===== src/rtl/acc_pkg.sv =====
// acc_pkg: shared definitions for the accumulator CPU control path.
//   - opcode encodings (IR[9:6])
//   - ALU operation select encodings
//   - control FSM state encoding (also exported on the debug state port)
package acc_pkg;

  localparam logic [3:0] OP_NOP = 4'b0000;
  localparam logic [3:0] OP_LDA = 4'b0001;
  localparam logic [3:0] OP_ADD = 4'b0010;
  localparam logic [3:0] OP_SUB = 4'b0011;
  localparam logic [3:0] OP_AND = 4'b0100;
  localparam logic [3:0] OP_STA = 4'b0101;
  localparam logic [3:0] OP_CLA = 4'b0110;
  localparam logic [3:0] OP_JMP = 4'b0111;
  localparam logic [3:0] OP_JZ  = 4'b1000;
  localparam logic [3:0] OP_HLT = 4'b1111;

  localparam logic [1:0] ALU_PASS = 2'b00;
  localparam logic [1:0] ALU_ADD  = 2'b01;
  localparam logic [1:0] ALU_SUB  = 2'b10;
  localparam logic [1:0] ALU_AND  = 2'b11;

  typedef enum logic [2:0] {
    S_IDLE   = 3'd0,
    S_FETCH  = 3'd1,
    S_DECODE = 3'd2,
    S_OPRD   = 3'd3,
    S_EXEC   = 3'd4,
    S_STORE  = 3'd5,
    S_HALT   = 3'd6
  } state_t;

endpackage


===== src/rtl/acc_wdog.sv =====
// acc_wdog: memory-access watchdog for the accumulator control FSM.
//   clk, rst_n : clock, asynchronous active-low reset
//   clear      : restart the wait count (FSM is changing state)
//   waiting    : FSM is in a memory-access state and mem_ready is low
//   expire     : this wait cycle is the TIMEOUT-th one (combinational)
//   bus_err    : sticky fault flag, cleared only by reset
// TIMEOUT = 0 disables the watchdog entirely.
module acc_wdog #(
  parameter int TIMEOUT = 15
) (
  input  logic clk,
  input  logic rst_n,
  input  logic clear,
  input  logic waiting,
  output logic expire,
  output logic bus_err
);

  localparam int CW = (TIMEOUT < 2) ? 1 : $clog2(TIMEOUT + 1);
  // cnt holds the number of wait cycles already seen; the cycle that finds
  // LIMIT already counted is the TIMEOUT-th wait cycle.
  localparam logic [CW-1:0] LIMIT = (TIMEOUT < 1) ? '0 : CW'(TIMEOUT - 1);

  logic [CW-1:0] cnt;

  assign expire = (TIMEOUT != 0) && waiting && (cnt == LIMIT);

  always_ff @(posedge clk or negedge rst_n) begin
    if (!rst_n) begin
      cnt     <= '0;
      bus_err <= 1'b0;
    end else begin
      if (clear)
        cnt <= '0;
      else if (waiting && (cnt != LIMIT))
        cnt <= cnt + 1'b1;
      if (expire)
        bus_err <= 1'b1;
    end
  end

endmodule


===== src/rtl/acc_ctrl.sv =====
// acc_ctrl: multicycle control FSM for the 10-bit accumulator CPU.
// Sequences fetch, decode, operand read, execute and store.
//   clk, rst_n  : clock, asynchronous active-low reset
//   run         : 1 = execute; 0 = stop at the next instruction boundary
//   opcode      : IR[9:6], valid from the cycle after ir_load
//   ac_zero     : accumulator is zero (for JZ)
//   mem_ready   : current memory access completes this cycle
//   mem_rd/mem_wr, addr_sel (0 PC, 1 IR[5:0]), ir_load, mdr_load,
//   pc_inc, pc_load, ac_re, ac_clear, alu_op : datapath controls
//   halted      : FSM in HALT
//   bus_err     : sticky watchdog fault
//   state       : current state (debug)
module acc_ctrl
  import acc_pkg::*;
#(
  parameter int OPW     = 4,
  parameter int TIMEOUT = 15
) (
  input  logic           clk,
  input  logic           rst_n,
  input  logic           run,
  input  logic [OPW-1:0] opcode,
  input  logic           ac_zero,
  input  logic           mem_ready,
  output logic           mem_rd,
  output logic           mem_wr,
  output logic           addr_sel,
  output logic           ir_load,
  output logic           mdr_load,
  output logic           pc_inc,
  output logic           pc_load,
  output logic           ac_re,
  output logic           ac_clear,
  output logic [1:0]     alu_op,
  output logic           halted,
  output logic           bus_err,
  output logic [2:0]     state
);

  state_t state_q, state_d, next_insn;
  logic   waiting, expire;

  // Instruction boundary: run is only looked at here.
  assign next_insn = run ? S_FETCH : S_IDLE;

  assign waiting = ((state_q == S_FETCH) || (state_q == S_OPRD) ||
                    (state_q == S_STORE)) && !mem_ready;

  // Any state change (including a timeout into HALT) restarts the count,
  // which covers entry into every memory-access state.
  acc_wdog #(.TIMEOUT(TIMEOUT)) u_wdog (
    .clk     (clk),
    .rst_n   (rst_n),
    .clear   (state_d != state_q),
    .waiting (waiting),
    .expire  (expire),
    .bus_err (bus_err)
  );

  always_ff @(posedge clk or negedge rst_n) begin
    if (!rst_n) state_q <= S_IDLE;
    else        state_q <= state_d;
  end

  always_comb begin
    state_d  = state_q;
    mem_rd   = 1'b0;
    mem_wr   = 1'b0;
    addr_sel = 1'b0;
    ir_load  = 1'b0;
    mdr_load = 1'b0;
    pc_inc   = 1'b0;
    pc_load  = 1'b0;
    ac_re    = 1'b0;
    ac_clear = 1'b0;
    alu_op   = ALU_PASS;
    halted   = 1'b0;
    case (state_q)
      S_IDLE: if (run) state_d = S_FETCH;
      S_FETCH: begin
        mem_rd = 1'b1;
        if (mem_ready) begin
          ir_load = 1'b1;
          pc_inc  = 1'b1;
          state_d = S_DECODE;
        end else if (expire) begin
          state_d = S_HALT;
        end
      end
      S_DECODE: begin
        case (opcode)
          OPW'(OP_LDA), OPW'(OP_ADD),
          OPW'(OP_SUB), OPW'(OP_AND): state_d = S_OPRD;
          OPW'(OP_STA):               state_d = S_STORE;
          OPW'(OP_CLA): begin
            ac_clear = 1'b1;
            state_d  = next_insn;
          end
          OPW'(OP_JMP): begin
            pc_load = 1'b1;
            state_d = next_insn;
          end
          OPW'(OP_JZ): begin
            pc_load = ac_zero;
            state_d = next_insn;
          end
          OPW'(OP_HLT):               state_d = S_HALT;
          default:                    state_d = next_insn;
        endcase
      end
      S_OPRD: begin
        mem_rd   = 1'b1;
        addr_sel = 1'b1;
        if (mem_ready) begin
          mdr_load = 1'b1;
          state_d  = S_EXEC;
        end else if (expire) begin
          state_d = S_HALT;
        end
      end
      S_EXEC: begin
        ac_re = 1'b1;
        case (opcode)
          OPW'(OP_ADD): alu_op = ALU_ADD;
          OPW'(OP_SUB): alu_op = ALU_SUB;
          OPW'(OP_AND): alu_op = ALU_AND;
          default:      alu_op = ALU_PASS;
        endcase
        state_d = next_insn;
      end
      S_STORE: begin
        mem_wr   = 1'b1;
        addr_sel = 1'b1;
        if (mem_ready)   state_d = next_insn;
        else if (expire) state_d = S_HALT;
      end
      S_HALT: begin
        halted = 1'b1;
        // Leaving HALT goes through IDLE, so a restart needs run 0 -> 1.
        if (!run) state_d = S_IDLE;
      end
      default: state_d = S_IDLE;
    endcase
  end

  assign state = state_q;

endmodule


===== config.mk =====
export PLATFORM = sky130hd
export DESIGN_NAME = acc_ctrl
export DESIGN_NICKNAME = d
export VERILOG_FILES = /design/src/rtl/acc_pkg.sv /design/src/rtl/acc_wdog.sv /design/src/rtl/acc_ctrl.sv
export SDC_FILE = /design/constraint.sdc
export NUM_CORES = 1
export LEC_CHECK = 0
export CAP_MARGIN = 20
export CORE_MARGIN = 10
export CORE_UTILIZATION = 45
export DETAILED_ROUTE_END_ITERATION = 16
export GPL_TIMING_DRIVEN = 0
export PLACE_DENSITY_LB_ADDON = 0.1
export SYNTH_ARGS = -nofsm -noshare
export SYNTH_HDL_FRONTEND = slang
export SYNTH_SLANG_ARGS = --single-unit

===== constraint.sdc =====
create_clock -name clk -period 2 [get_ports clk]
set_input_delay 0.4 -clock clk [delete_from_list [all_inputs] [get_ports clk]]
set_output_delay 0.4 -clock clk [all_outputs]
set_load 0.02 [all_outputs]

==> impl_metrics.tcl <==
set metrics [dict create \
    outcome "finished clean" \
    synth_area_leaders "dfrtp_1 (25%), xnor2_1 (4.4%), nand2_1 (4.3%)" \
    startpoint_type "flop" \
    yosysWarnings 0 \
    period_share_pct 97.1 \
    cts.clk_slew.worst_paths_ns 0.05 \
    hold_viol_final 0 \
    top_layer "met4" \
    dp_hpwl_um 1570 \
    register_area_um2 203 \
    synth_top_family_by_area "simple AND/OR/NAND/NOR gates" \
    fin_area_mm2 0.00109 \
    rsz0062_at_grt "true" \
    num-fill-cells 147 \
    power.leakage_nw 0.526 \
    clock_latency_ns 0.26 \
    totalWireLength_um 2000 \
    die_area_mm2 0.00384 \
    clock_sinks 8 \
    ys.flop_type "dfrtp_1" \
    cts_inserted_buffers 3 \
    maxSlewViolCount 0 \
    gp_congestion 0.777 \
    netlist_area_um2 793 \
    max_cap_violations 0 \
    dr_wl_met3_um 126 \
    clock_skew_ns 0.00160 \
    fin_crit_ns 1.94 \
    powerDensity_mw_per_mm2 987 \
    antenna_found_initial 0 \
    crit_required_ns 1.60 \
    row_count 15 \
    hold_slack_ns 0.411 \
    multi_input_area_um2 573 \
    met1_length_um 951 \
    hold_buffers 0 \
    overflow 0 \
    relSlewSlack_pct 76.1 \
    synth_xor_area_share_pct 6.62 \
    muxShareOfSynthArea_pct 0 \
    crit_arrival_ns 1.54 \
    setup_tns_ns 0 \
    grt_first_pass_wirelength_um 3060 \
    cpPeakStageDelay_ns 0.40 \
    io_buffers 21 \
    crit_slowest_cell "dfrtp_1" \
    diodes 0 \
    fmax_mhz 515 \
    synth_seq_area_share_pct 25.2 \
    core_mm2 0.00171 \
    synth_top_cell_area_share_pct 25.2 \
    grt_pass1_vias 701 \
    crit_top_cell "buf_4" \
    clockBufferDepth 2 \
    worstPathCellList "buf_4, nor2b_4, nand2_1, nor2_1, buf_4, clkdlybuf4s15_2" \
    fin_util_pct 64.0 \
    synthSimpleGateAreaFrac_pct 37.7 \
    placed_cell_area_mm2 0.00104 \
    drive_gt1_share_pct 28.0 \
    start_util_pct 46.4 \
    ys_types 40 \
    hold_class "in -> async" \
    ir_drop_v 0.000527 \
    synthAdderAreaFrac_pct 3.15 \
    synth.top_cells.by_count "nand2_1 (9), nor2_1 (9), dfrtp_1 (8)" \
    synthToLayoutAreaGrowth_pct 37.7 \
    chipWidth_um 62.0 \
    routed-via-count 774 \
    grtUsageTotal_pct 10.6 \
    synth_async_sr_flop_share_pct 100 \
    met2_length_um 882 \
    via_per_inst 5.16 \
    syn_avg_cell_area_um2 7.93 \
    total_power_mw 1.08 \
    synth_edf_count 0 \
    syn_inst 100 \
    dieHeight_um 62.0 \
    endpoint_kind "output port" \
    cp_max_fo 10 \
    tightest_slew_ns 0.358 \
    postRouteAntennaNets 0 \
    drc 0 \
    grt_max_degree 11 \
    final_nets 138 \
    setup_viol_count_final 0 \
    wl_per_cell_um 13.3 \
    h-tree-depth 1 \
    synth_compound_area_share_pct 19.4 \
    ys_ff_latch 8 \
    crit_type "reg -> out" \
    io_pins 25 \
    first_pass_iters 4 \
    synth_top_area_cell "dfrtp_1" \
    cts-root-buf "clkbuf_4" \
    first_iter_violations 16 \
    cts_tree "yes" \
    syn_nets 111 \
]
-- power breakdown --
part           total (mW)  leakage [nW]  internal (mW)  switching (mW)
registers           0.253         0.106          0.197          0.0552
logic               0.698         0.407          0.313           0.385
clock network       0.127        0.0138         0.0689          0.0582
-- logic make-up (layout without fill, tap and decap cells) --
kind of cell,after synthesis,in the layout
buffers and inverters,10,35
and+or+nand+nor,53,53
DFF,8,8
AOI/OAI and AO/OA,21,21
adders and majority gates,2,2
xor gates and xnor gates,6,6
-- sequential cells by signal (all words and copies together) (netlist names) --
register,flops
state,3
u_wdog.bus_err,1
u_wdog.cnt,4
-- metal layers --
metal	GRT usage, %	vias up
li1	-	406
met1	12.9	343
met2	17.4	20
met3	1.42	5
met4	6.37	0
met5	0	-
-- worst max-delay path, delay by kind of cell, from the launching register on --
kind	cells	cell delay, ns
AND/OR/NAND/NOR	3	0.33
flip-flops	1	0.40
buffers and inverters	3	0.56
-- worst paths after layout --
check                               startpoint        endpoint  slack (ns)  cells after the start
worst max-delay path                  state[2]          pc_inc        0.06                      6
worst min-delay path                     rst_n  u_wdog.bus_err        0.41                      1
max in group asynchronous                rst_n        state[1]        1.31                      1
worst min register to register  u_wdog.bus_err  u_wdog.bus_err        0.47                      1
worst max register to register   u_wdog.cnt[0]   u_wdog.cnt[1]        0.21                      7
min in group clk                u_wdog.bus_err  u_wdog.bus_err        0.47                      1
-- through the flow --
step	cells	setup WS (ns)
after CTS	149	-0.0120
final	150	0.0576
after floorplan	100	0.0113
after global placement	146	-0.502
after detailed placement	146	-0.480
after global routing	150	-0.0386
-- area by class of cell --
class                   instances  share of cell area (%)
multi-input cells              82                    52.5
plain buffers                   7                    4.70
clock buffers                   3                    2.06
well taps                      25                    2.86
inverters                       3                    1.03
repair buffers                 22                    18.3
flip-flops and latches          8                    18.6
-- what timing repair did --
item,4_1_cts,5_1_grt
setup endpoints to repair,12,12
setup buffers,0,1
resized for setup,30,10
pin swaps,0,1
-- cell usage in the layout, fill, tap and decap left out, types with 3 or more instances in the layout --
cell	count
dfrtp_1	6
nand3_1	4
buf_2	3
buf_4	7
inv_1	3
and3_1	3
nand2b_1	3
dlygate4sd2_1	6
a211oi_1	4
xnor2_1	4
nand4_1	3
clkbuf_4	3
nand2_1	9
nor2_1	9
a21oi_1	4
clkdlybuf4s50_1	8
Note: power is estimated with default switching activity, not from simulation.
==> edit, RTL diff (config.mk and constraints unchanged) <==
Reset style: synchronous (`rst_n`), changed in 2 clocked blocks. Comments in the files are not updated.
--- a/src/rtl/acc_wdog.sv
+++ b/src/rtl/acc_wdog.sv
@@ -25,7 +25,7 @@
 
   assign expire = (TIMEOUT != 0) && waiting && (cnt == LIMIT);
 
-  always_ff @(posedge clk or negedge rst_n) begin
+  always_ff @(posedge clk) begin
     if (!rst_n) begin
       cnt     <= '0;
       bus_err <= 1'b0;
--- a/src/rtl/acc_ctrl.sv
+++ b/src/rtl/acc_ctrl.sv
@@ -57,7 +57,7 @@
     .bus_err (bus_err)
   );
 
-  always_ff @(posedge clk or negedge rst_n) begin
+  always_ff @(posedge clk) begin
     if (!rst_n) state_q <= S_IDLE;
     else        state_q <= state_d;
   end
Check against the original RTL: differs if rst_n is asserted again (counterexample within 4 cycles, from zero or initial values and one cycle with rst_n low); with rst_n held inactive, the same outputs for 10 cycles.
==> edit against the original RTL <==
Area after synthesis down 11%; via count fell by 2.2%; utilization fell by 0.25 points; final cell count is 7.3% lower; worst setup slack improved by 0.011 ns; highest routed layer is now met3; synthesized cell count fell by 1.0%; global-route usage about the same; critical path depth stayed put; routed wire length down 6.1%; sequential cell count unchanged; cell area is 12% lower.
Power is not compared: it rests on default switching activity, and its combinational part moved more than twofold at a synthesized area within 25%.
==> edit: results <==
metrics = {
    "setup_path": {
        "r2r_start": "u_wdog.cnt[0]",
        "cpMaxStageDelayCell": "or4_1",
        "critPathLaunch": "run",
        "critPathArrivalTime_ns": 2.11,
        "slowest_delay_ns": 0.48,
        "worst-path-max-fanout": 4,
    },
    "clocking": {
        "path_clk_slew_ns": 0.05,
    },
    "logic_synthesis": {
        "ys_top_cells_by_area": "dfxtp_1 (23%), nor2_1 (7.9%), xor2_1 (3.7%)",
        "ys.flop_type": "dfxtp_1",
        "synth.yosys.seq_area_share_pct": 22.6,
        "ys_async_sr_fraction_pct": 0,
        "syn_inst": 99,
        "ys_top_cells_by_count": "nor2_1 (15), dfxtp_1 (8), nand2_1 (6)",
        "synth_fp_nets": 110,
    },
    "layout": {
        "antennaDiodeCount": 0,
        "largest_reg_flops": 4,
        "fillCellCount": 159,
        "drive_gt1_share_pct": 20.3,
    },
    "drt": {
        "vias": 757,
        "drt_iter0_drc": 15,
        "first_pass_iters": 4,
        "routed_via_density": 5.45,
        "routed_wl_mm": 1.88,
    },
    "grt": {
        "grt_pass1_vias": 671,
        "track_usage_pct": 10.6,
    },
    "placed_design": {
        "port_buffers": 20,
        "dp.cells": 135,
        "gp_congestion": 0.847,
        "dpl_worst_slack_ns": -0.394,
        "hpwl_mm": 1.51,
    },
    "status": {
        "outcome": "completed",
    },
    "sta": {
        "finClkSkew_ns": 0.000766,
        "tightest_slew_ns": 0.344,
    },
    "worst_hold_path": {
        "min_path_type": "register to register",
    },
    "pwr": {
        "cell_internal_pwr_w": 0.000296,
    },
}
edit: cell count changes after synthesis, moves of 5 or more:
cell	before	now
clkbuf_1	0	5
dfrtp_1	8	0
dfxtp_1	0	8
nor2_1	9	15
edit: metal layers:
layer,global-route usage [%],routed length (um)
met5,0,0
met4,1.28,0
met3,5.51,172
met2,17.1,895
met1,12.5,808
edit: stage by stage:
| stage | power [W] | hold slack (ns) | util (%) | setup TNS [ns] | instance area [um^2] |
|---|---|---|---|---|---|
| final | 0.000434 | 0.472 | 63.7 | 0 | 960 |
| after global routing | 0.000462 | 0.483 | 63.7 | 0 | 960 |
| after CTS | 0.000435 | 0.475 | 63.8 | 0 | 961 |
| after detailed placement | 0.000314 | 0.463 | 62.5 | -2.95 | 942 |
| after global placement | 0.000311 | 0.461 | 62.5 | -2.74 | 942 |
| after floorplan | 0.000266 | 0.509 | - | 0 | 722 |
edit: area by class of cell:
type	count	area [um^2]	area share, %
Inverter	5	18.8	1.96
Tap cell	16	20.0	2.09
Sequential cell	8	163	16.9
Buffer	9	53.8	5.61
Multi-Input combinational cell	77	500	52.2
Clock buffer	3	22.5	2.35
Timing Repair Buffer	21	181	18.9
edit: power by group through the flow:
stage                     clock network, W  logic (W)  registers (W)
after floorplan                          0  0.0000877       0.000178
after CTS                         0.000126   0.000138       0.000171
after global placement                   0   0.000136       0.000175
final                             0.000123   0.000139       0.000172
after global routing              0.000136   0.000152       0.000173
after detailed placement                 0   0.000139       0.000175
edit: cell families (layout without fill, tap and decap cells):
kind of cell,Yosys count,in the layout,synth area share [%]
AO/OA/AOI/OAI,18,18,19.0
XOR/XNOR,5,5,6.17
adder cells (fa/ha/maj),2,2,3.53
buffers and inverters,14,38,9.35
flip-flops,8,8,22.6
AND/OR/NAND/NOR,52,52,39.3
edit: worst paths after layout:
path / to / slack [ns] / cells past startpoint
min: u_wdog.bus_err / 0.47 / 2
max: u_wdog.cnt[1] / 0.07 / 6
max reg2reg: u_wdog.cnt[1] / 0.08 / 7
min reg2reg: u_wdog.bus_err / 0.47 / 2
edit: timing repair:
action,4_1_cts,5_1_grt
setup buffers,1,0
pin swaps,1,0
setup endpoints to repair,13,7
resized for setup,31,13
edit: worst max-delay path, delay by kind of cell:
family | cells | cell delay (ns)
buf+inv | 1 | 0.46
simple gates | 2 | 0.62
compound gates | 3 | 0.62
